$ cat config.mk
export PLATFORM = sky130hd
export DESIGN_NAME = clkdiv_ctrl
export DESIGN_NICKNAME = d
export VERILOG_FILES = /design/src/rtl/clkdiv_pkg.sv /design/src/rtl/clkdiv_core.sv /design/src/rtl/clkdiv_ctrl.sv
export SDC_FILE = /design/constraint.sdc
export NUM_CORES = 1
export LEC_CHECK = 0
export BUFFER_PORTS_ARGS = -buffer_cell sky130_fd_sc_hd__buf_2
export CORE_ASPECT_RATIO = 1.4
export CORE_UTILIZATION = 61
export DETAILED_ROUTE_END_ITERATION = 16
export PLACE_DENSITY = 0.81
export SYNTH_ARGS = -nofsm -noshare
export SYNTH_HDL_FRONTEND = slang
export SYNTH_HIERARCHICAL = 1
export SYNTH_SLANG_ARGS = --single-unit
$ cat constraint.sdc
create_clock -name i_clk -period 5.7 [get_ports i_clk]
set_clock_uncertainty 0.1 [all_clocks]
set_input_delay 0.855 -clock i_clk [delete_from_list [all_inputs] [get_ports i_clk]]
set_output_delay 0.855 -clock i_clk [all_outputs]
set_load 0.03 [all_outputs]
$ cat src/rtl/clkdiv_pkg.sv
// Shared types and constants for the programmable clock divider controller.
package clkdiv_pkg;

    // Controller states: stopped, dividing, or finishing the last period.
    typedef enum logic [1:0] {
        ST_IDLE     = 2'd0,
        ST_RUN      = 2'd1,
        ST_STOPPING = 2'd2
    } state_t;

    // Smallest legal half-period (divide-by-2).
    localparam int c_half_min = 1;

    // Half-period that corresponds to a full divide ratio.
    function automatic int half_from_div(input int div_ratio);
        return div_ratio / 2;
    endfunction

endpackage

$ cat src/rtl/clkdiv_core.sv
// Half-period counter and toggle register for the divided clock.
// The divided clock toggles whenever the count reaches half-1, and the
// rise/fall strobes mark the first cycle of each new level.
module clkdiv_core #(
    parameter int c_width = 8
) (
    input  logic               clk,
    input  logic               rst,
    input  logic               enable,
    input  logic               clear,
    input  logic [c_width-1:0] half,
    output logic               tc,
    output logic               div_clk,
    output logic               rise,
    output logic               fall
);

    logic [c_width-1:0] count;

    assign tc = (count == (half - c_width'(1)));

    // Count within the current half and toggle at its terminal count.
    always_ff @(posedge clk or posedge rst) begin
        // NOTE: sequential state uses non-blocking assignments so every
        // register samples the pre-edge values of the others.
        if (rst) begin
            count   <= '0;
            div_clk <= 1'b0;
            rise    <= 1'b0;
            fall    <= 1'b0;
        end else if (clear) begin
            count   <= '0;
            div_clk <= 1'b0;
            rise    <= 1'b0;
            fall    <= 1'b0;
        end else if (enable) begin
            if (tc) begin
                count   <= '0;
                div_clk <= ~div_clk;
                rise    <= ~div_clk;
                fall    <= div_clk;
            end else begin
                count <= count + c_width'(1);
                rise  <= 1'b0;
                fall  <= 1'b0;
            end
        end else begin
            rise <= 1'b0;
            fall <= 1'b0;
        end
    end

endmodule

$ cat src/rtl/clkdiv_ctrl.sv
// Run-time programmable clock divider controller with glitch-free
// start/stop sequencing and a valid/ready half-period reconfiguration port.
module clkdiv_ctrl
    import clkdiv_pkg::*;
#(
    parameter int c_width    = 8,
    parameter int c_div_init = 4
) (
    input  logic               i_clk,
    input  logic               i_rst,
    input  logic               i_run,
    input  logic               i_cfg_valid,
    input  logic [c_width-1:0] i_cfg_half,
    output logic               o_cfg_ready,
    output logic               o_cfg_err,
    output logic               o_clk,
    output logic               o_rise,
    output logic               o_fall,
    output logic               o_busy,
    output logic [c_width-1:0] o_half
);

    localparam logic [c_width-1:0] c_half_rst = c_width'(half_from_div(c_div_init));
    localparam logic [c_width-1:0] c_half_lo  = c_width'(c_half_min);

    state_t             state;
    state_t             state_next;
    logic               core_enable;
    logic               core_clear;
    logic               core_tc;
    logic               enter_idle;
    logic               accept;
    logic               apply;
    logic               pend;
    logic [c_width-1:0] pend_val;

    clkdiv_core #(.c_width(c_width)) u_core (
        .clk     (i_clk),
        .rst     (i_rst),
        .enable  (core_enable),
        .clear   (core_clear),
        .half    (o_half),
        .tc      (core_tc),
        .div_clk (o_clk),
        .rise    (o_rise),
        .fall    (o_fall)
    );

    // State register.
    always_ff @(posedge i_clk or posedge i_rst) begin
        if (i_rst) state <= ST_IDLE;
        else       state <= state_next;
    end

    // Next state and core control; a stop only completes at the end of a low half.
    always_comb begin
        // NOTE: every output of this block gets a default first, so no path
        // leaves a signal unassigned and no latch is inferred.
        state_next  = state;
        core_enable = 1'b0;
        core_clear  = 1'b0;
        enter_idle  = 1'b0;
        unique case (state)
            ST_IDLE: begin
                core_clear = 1'b1;
                if (i_run) state_next = ST_RUN;
            end
            ST_RUN: begin
                core_enable = 1'b1;
                if (!i_run) state_next = ST_STOPPING;
            end
            ST_STOPPING: begin
                core_enable = 1'b1;
                if (i_run) begin
                    state_next = ST_RUN;
                end else if (core_tc && !o_clk) begin
                    state_next = ST_IDLE;
                    core_clear = 1'b1;
                    enter_idle = 1'b1;
                end
            end
            default: state_next = ST_IDLE;
        endcase
    end

    assign accept = i_cfg_valid & o_cfg_ready;
    // A pending half is only taken where no half-period is in progress:
    // in IDLE, on entering IDLE, or as the high half ends.
    assign apply  = pend & ((state == ST_IDLE) | enter_idle |
                            (core_enable & core_tc & o_clk));
    assign o_busy = (state != ST_IDLE);

    // Config holding register, error pulse and ready handshake.
    always_ff @(posedge i_clk or posedge i_rst) begin
        if (i_rst) begin
            pend        <= 1'b0;
            pend_val    <= '0;
            o_half      <= c_half_rst;
            o_cfg_ready <= 1'b1;
            o_cfg_err   <= 1'b0;
        end else begin
            o_cfg_err <= 1'b0;
            if (accept) begin
                if (i_cfg_half < c_half_lo) begin
                    o_cfg_err <= 1'b1;
                end else begin
                    pend        <= 1'b1;
                    pend_val    <= i_cfg_half;
                    o_cfg_ready <= 1'b0;
                end
            end else if (apply) begin
                o_half <= pend_val;
                pend   <= 1'b0;
            end else if (!pend && !o_cfg_ready) begin
                o_cfg_ready <= 1'b1;
            end
        end
    end

endmodule
==> results of run 1 <==
routing by layer:
| metal | global-route usage, % | share of wire, % | up-vias |
|---|---|---|---|
| li1 | - | - | 630 |
| met1 | 27.8 | 40 | 635 |
| met2 | 43.6 | 54 | 28 |
| met3 | 8.47 | 3.1 | 8 |
| met4 | 12.8 | 2.3 | 0 |
| met5 | 0 | 0 | - |
cells in the final DEF, fill, tap and decap left out, drive strengths merged, types with 2 or more instances in the layout:
cell type  netlist  final
o21ai            3      3
a211oi           3      3
or4              2      2
nor4             2      2
dfstp            2      2
nor3             4      4
buf              1     26
a21oi            8      8
and2             2      2
nand3b           2      2
clkbuf           2      6
nand2            7      7
inv             12     12
xnor2            7      7
nor2             8      8
dfrtp           30     30
and3             4      4
nand3            3      3
nand4            4      4
ha               7      7
xor2             5      5
o211a            3      3
or3b             2      2
mux2            18     18
nand2b           4      4
power breakdown:
group,switching [µW],leakage [µW],internal [µW]
clock network,86.1,0.0000414,86.7
registers,89.3,0.000399,313
logic,314,0.000481,232
total,490,0.000922,632
sequential cells by signal, indices dropped and copies added, names as in the netlist:
register        count
u_core/rise         1
state               2
u_core/fall         1
o_cfg_err           1
o_cfg_ready         1
pend                1
u_core/div_clk      1
u_core/count        8
o_half              8
pend_val            8
kinds of logic (layout without fill, tap and decap cells):
logic type	count (synthesis)	after routing
AO/OA/AOI/OAI	26	26
buffers and inverters	15	46
AND/OR/NAND/NOR	49	49
XOR/XNOR	12	12
flip-flops	32	32
multiplexers	18	18
adder cells (fa/ha/maj)	7	7
layout make-up:
type,count,area (µm²),area share [%]
Tap cell,37,46.3,2.26
Sequential cell,32,803,39.2
Clock inverter,2,16.3,0.795
Clock buffer,6,72.6,3.55
Inverter,12,45.0,2.20
Multi-Input combinational cell,112,931,45.5
Timing Repair Buffer,26,133,6.48
final timing paths:
kind	endpoint	startpoint	slack (ns)
min in group asynchronous	u_core/div_clk$_DFFE_PP0P_	i_rst	0.47
worst max-delay path	u_core/count[7]$_DFFE_PP0P_	o_half[0]$_DFFE_PP0P_	2.19
worst max register to register	u_core/count[7]$_DFFE_PP0P_	o_half[0]$_DFFE_PP0P_	2.19
max in group asynchronous	o_half[3]$_DFFE_PP0P_	i_rst	4.42
worst min-delay path	o_cfg_ready$_DFFE_PP1P_	pend$_DFFE_PP0P_	0.38
worst min register to register	o_cfg_ready$_DFFE_PP1P_	pend$_DFFE_PP0P_	0.38
metrics by stage:
stage | worst slack, ns | hold slack (ns) | std cells | util [%] | cell area, µm²
5_1_grt | 2.04 | 0.401 | 227 | 71.8 | 2050
2_1_floorplan | 2.29 | 0.326 | 159 | - | 1810
6_report | 2.19 | 0.384 | 227 | 71.8 | 2050
3_5_place_dp | 2.19 | 0.351 | 219 | 68.7 | 1960
3_3_place_gp | 2.36 | 0.336 | 219 | 68.7 | 1960
4_1_cts | 2.18 | 0.372 | 227 | 71.8 | 2050
critical path: cells and delay by family, from the launching register on:
family                 cells  cell delay, ns
flip-flops                 1            0.43
XOR/XNOR                   1            0.17
AND/OR/NAND/NOR            7            1.91
buffers and inverters      1            0.23
AO/OA/AOI/OAI              4            0.57
==> results.ini, run 1 <==
[outcome]
status = completed

[global_routing]
gr-total-overflow = 0
grt_usage_pct = 26.0
grt_pass1_vias = 1310
grt_max_degree = 22
antenna_found_initial = 0
grt_pass1_wl_um = 5660

[synth]
synth_xor_area_share_pct = 5.82
yosys.area_share.adder_pct = 4.85
synth_top_family_by_area = simple AND/OR/NAND/NOR gates
ys_seq_area_share_pct = 44.5
yosys.area.top_type = dfrtp_1
synth.distinct_cells = 45
synth_fp_nets = 178
synthCells = 159
synthMuxAreaShare_pct = 11.2
synth_simple_gate_area_share_pct = 15.9
synth_edf_count = 0
synth_most_common_cell = dfrtp_1
yosys_warnings = 6
syn_avg_cell_area_um2 = 11.4
ys.flop_type = dfrtp_1
synth_area_um2 = 1810
synth_top_area_share_pct = 41.6
synth_area_leaders = dfrtp_1, mux2_2, ha_1, xnor2_1, dfstp_2
synth_compound_area_share_pct = 13.8
synth_common_cells = dfrtp_1, mux2_2, inv_1, nor2_1
synth-seq-cells = 32
async_reset_ff_share_pct = 100

[route]
drt_iter0_markers = 37
ant_nets = 0
num_vias = 1301
drc = 0
wl_um = 3500
dr.pass1.iters = 4
wire_per_inst_um = 15.4
via_per_inst = 5.73

[cts]
post_cts_buffers = 0
cts_buffers = 5
cts_hold_buf = 0
cts_root_buf = clkbuf_8
cts_sinks = 32
clock_latency_ns = 0.28
cts_max_level = 2
cts_resized = 0
clk_pin_slew_ns = 0.07
clock_path_buffers = 2
cts_tree = done

[setup_path]
path_max_fanout = 14
cp_cell_sequence = or4_4 > or4_1 > o211a_1 > o21ai_2 > and2_4 > nand2b_1 > o21ai_1 > buf_4 > o211a_1 > and3_1 > nand4_1 > xor2_1 > nor3b_1
critPathCaptureType = register
crit_top_cell = o211a_1
critPathSlowestCell = or4_4
crit_type = reg2reg
required_ns = 5.80
slowest_delay_ns = 0.54
worstSetupStartpointType = register
r2r_cells = 13
crit_arrival_ns = 3.60

[floorplanning]
die_h_um = 66.4
die_w_um = 48.0
placementRows = 23
core_area_um2 = 2850
pin_count = 26
initial_utilization_pct = 63.4
dieArea_um2 = 3190

[finish]
area_delta_synth_final_pct = 13.3
drive_gt1_share_pct = 35.8
n_antenna_cell = 0
nets = 208
nFillCells = 206

[sta]
finalSetupTns_ns = 0
finalHoldViolCount = 0
grt_setup_unrepaired = false
fin_crit_sh_pct = 61.5
slew_viol_final = 0
period_needed_ns = 3.51
tightest_slew_ns = 0.754
max_freq_mhz = 285
slew_headroom_pct = 49.7
setup_violations = 0

[job]
maxCapViolCount = 0

[worst_hold_path]
worstHoldPathType = reg2reg
whs_path_depth = 1

[placement]
portBuffers = 25
dpl.hpwl_um = 2590
gp_congestion = 0.836

[power]
p_leak_uw = 0.000922
power_density_nw_per_um2 = 548
max-vdd-ir-drop_mv = 0.398
p_total_uw = 1120

Note: power is estimated with default switching activity, not from simulation.
==> run 2, diff against run 1 <==
--- a/config.mk
+++ b/config.mk
@@ -7,9 +7,9 @@
 export LEC_CHECK = 0
 export BUFFER_PORTS_ARGS = -buffer_cell sky130_fd_sc_hd__buf_2
 export CORE_ASPECT_RATIO = 1.4
-export CORE_UTILIZATION = 61
+export CORE_UTILIZATION = 51
 export DETAILED_ROUTE_END_ITERATION = 16
-export PLACE_DENSITY = 0.81
+export PLACE_DENSITY = 0.72
 export SYNTH_ARGS = -nofsm -noshare
 export SYNTH_HDL_FRONTEND = slang
 export SYNTH_HIERARCHICAL = 1
==> constraint.sdc (replaced) <==
create_clock -name i_clk -period 3.1 [get_ports i_clk]
set_clock_uncertainty 0.1 [all_clocks]
set_input_delay 0.465 -clock i_clk [delete_from_list [all_inputs] [get_ports i_clk]]
set_output_delay 0.465 -clock i_clk [all_outputs]
set_load 0.03 [all_outputs]
==> results.ini, run 2 (synthesis results as in run 1) <==
[finish]
mostFrequentLayoutCells = dfrtp_1, buf_2, mux2_2
drive_gt1_share_pct = 42.3  ; +6.6 points
layout.cells.most_common = dfrtp_1
area_delta_synth_final_pct = 18.8
final_area_um2 = 2150  ; +4.9%
reg_top3 = o_half x8, pend_val x8, u_core/count x8
n_antenna_cell = 0  ; unchanged
nets = 215  ; +3.4%

[route]
wire_per_inst_um = 15.2  ; -1.1%
wl_met1_um = 1540  ; +9.4%
dr_wl_met3_um = 120  ; +9.1%
drt_iter0_markers = 31  ; -16%
via_per_inst = 5.61  ; -2.0%
dr.pass1.iters = 4  ; unchanged
drc = 0  ; unchanged
wl_met2_um = 1880  ; -1.1%
wl_um = 3600  ; +2.9%
num_vias = 1325  ; +1.8%
highest_layer = met4
ant_nets = 0  ; unchanged

[sta]
tightest_slew_ns = 0.788  ; +0.0337 ns
grt_setup_unrepaired = true
setup_violations = 0  ; unchanged
slew_headroom_pct = 47.4  ; -2.2 points
finalHoldViolCount = 0  ; unchanged
setup_slack_ns = 0.0632  ; -2.13 ns
fin_crit_sh_pct = 98.0  ; +36 points
max_freq_mhz = 329  ; +15%
slew_viol_final = 0  ; unchanged
period_needed_ns = 3.04  ; -0.468 ns
finalSetupTns_ns = 0  ; unchanged
holdWs_ns = 0.0755  ; -0.309 ns

[global_routing]
grt_usage_pct = 21.9  ; -4.2 points
antenna_found_initial = 0  ; unchanged
gr-total-overflow = 0  ; unchanged
grt_pass1_wl_um = 5990  ; +5.9%
grt_pass1_vias = 1320  ; +0.76%
grt_max_degree = 22  ; unchanged

[placement]
portBuffers = 25  ; unchanged
place_area_um2 = 2030  ; +3.5%
dp_slack_ns = -0.0192  ; -2.21 ns
dpl.hpwl_um = 2730  ; +5.3%
gp_congestion = 0.772  ; -7.7%

[floorplanning]
initial_utilization_pct = 53.5  ; -9.9 points
dieArea_um2 = 3790  ; +19%
placementRows = 25  ; +8.7%
pin_count = 26  ; unchanged
die_h_um = 72.4  ; +9.1%
core_area_um2 = 3380  ; +19%
die_w_um = 52.3  ; +9.0%

[power]
sw_frac_of_total_pct = 41.6  ; -2.1 points
combPwrFrac_pct = 51.0  ; +2.3 points
power.share.clock_pct = 15.8  ; +0.4 points
power.switching_uw = 894  ; +83%
power.internal_uw = 1260  ; +99%
seq_power_share_pct = 33.3  ; -2.6 points
p_leak_uw = 0.000968  ; +5.0%
power_density_nw_per_um2 = 1000  ; +83%
max-vdd-ir-drop_mv = 0.535  ; +34%
p_total_uw = 2150  ; +92%

[cts]
clk_pin_slew_ns = 0.06  ; about the same
cts_sinks = 32  ; unchanged
clock_path_buffers = 2  ; unchanged
cts_hold_buf = 0  ; unchanged
cts_tree = done
cts_buffers = 5  ; unchanged
clock_latency_ns = 0.28  ; about the same
cts_max_level = 2  ; unchanged
cts_root_buf = clkbuf_8

[setup_path]
required_ns = 3.19  ; -2.61 ns
worstSetupStartpointType = register
critPathCaptureType = register
crit_type = reg2reg
path_max_fanout = 5  ; -9
crit_arrival_ns = 3.13  ; -0.47 ns

[worst_hold_path]
worstHoldPathType = in2async

[outcome]
status = completed

[job]
maxCapViolCount = 0  ; unchanged

[run 2: final timing paths]
path	from	endpoint	slack, ns	cells past startpoint
max	o_half[0]$_DFFE_PP0P_	u_core/count[7]$_DFFE_PP0P_	0.06	12
min	i_rst	u_core/div_clk$_DFFE_PP0P_	0.08	2
max reg2reg	o_half[0]$_DFFE_PP0P_	u_core/count[7]$_DFFE_PP0P_	0.06	12
min reg2reg	pend$_DFFE_PP0P_	o_cfg_ready$_DFFE_PP1P_	0.36	1
max in group asynchronous	i_rst	o_half[0]$_DFFE_PP0P_	2.12	2
min in group i_clk	i_cfg_half[6]	pend_val[6]$_DFFE_PP0P_	0.33	2
[run 2: final cells by class]
class                      instances  area, µm²
fill                             290       1230
timing repair buffer              33        185
sequential                        32        808
inverter                          12       45.0
tap                               40       50.0
multi-input combinational        112        962
clock buffer                       7       96.3
[run 2: worst max-delay path, cell delays in order (launching register included)]
cell and delay [ns]:
dfrtp_2 0.43, or4_4 0.50, or2_2 0.32, o211a_1 0.25, o21ai_2 0.09, and2_4 0.20, nand2b_4 0.06, o21ai_4 0.15
o211a_1 0.19, and3_4 0.18, nand4_1 0.11, xor2_1 0.17, nor3b_2 0.19
[run 2: power by group through the flow]
stage	combinational [µW]	sequential, µW	clock (µW)
after detailed placement	1070	734	0
final	1100	715	339
after global routing	1200	741	359
after floorplan	698	834	0
after CTS	1080	725	350
after global placement	1030	724	0
[run 2: metal layers]
| metal | global-route usage (%) | vias up |
|---|---|---|
| met4 | 8.77 | 0 |
| met3 | 4.82 | 6 |
| met2 | 38.1 | 28 |
| met1 | 25.2 | 646 |
| li1 | - | 645 |
| met5 | 0 | - |
[run 2: stage by stage]
stage | std cells | util, %
after floorplan | 159 | -
after global placement | 227 | 60.0
after detailed placement | 227 | 60.0
after CTS | 234 | 63.0
after global routing | 236 | 63.6
final | 236 | 63.6
[run 2: timing repair]
| item | CTS | global route |
|---|---|---|
| endpoints found under the setup margin | 1 | 2 |
| resized for setup | 1 | 1 |
| setup buffers | 0 | 2 |
| pin swaps | 0 | 3 |
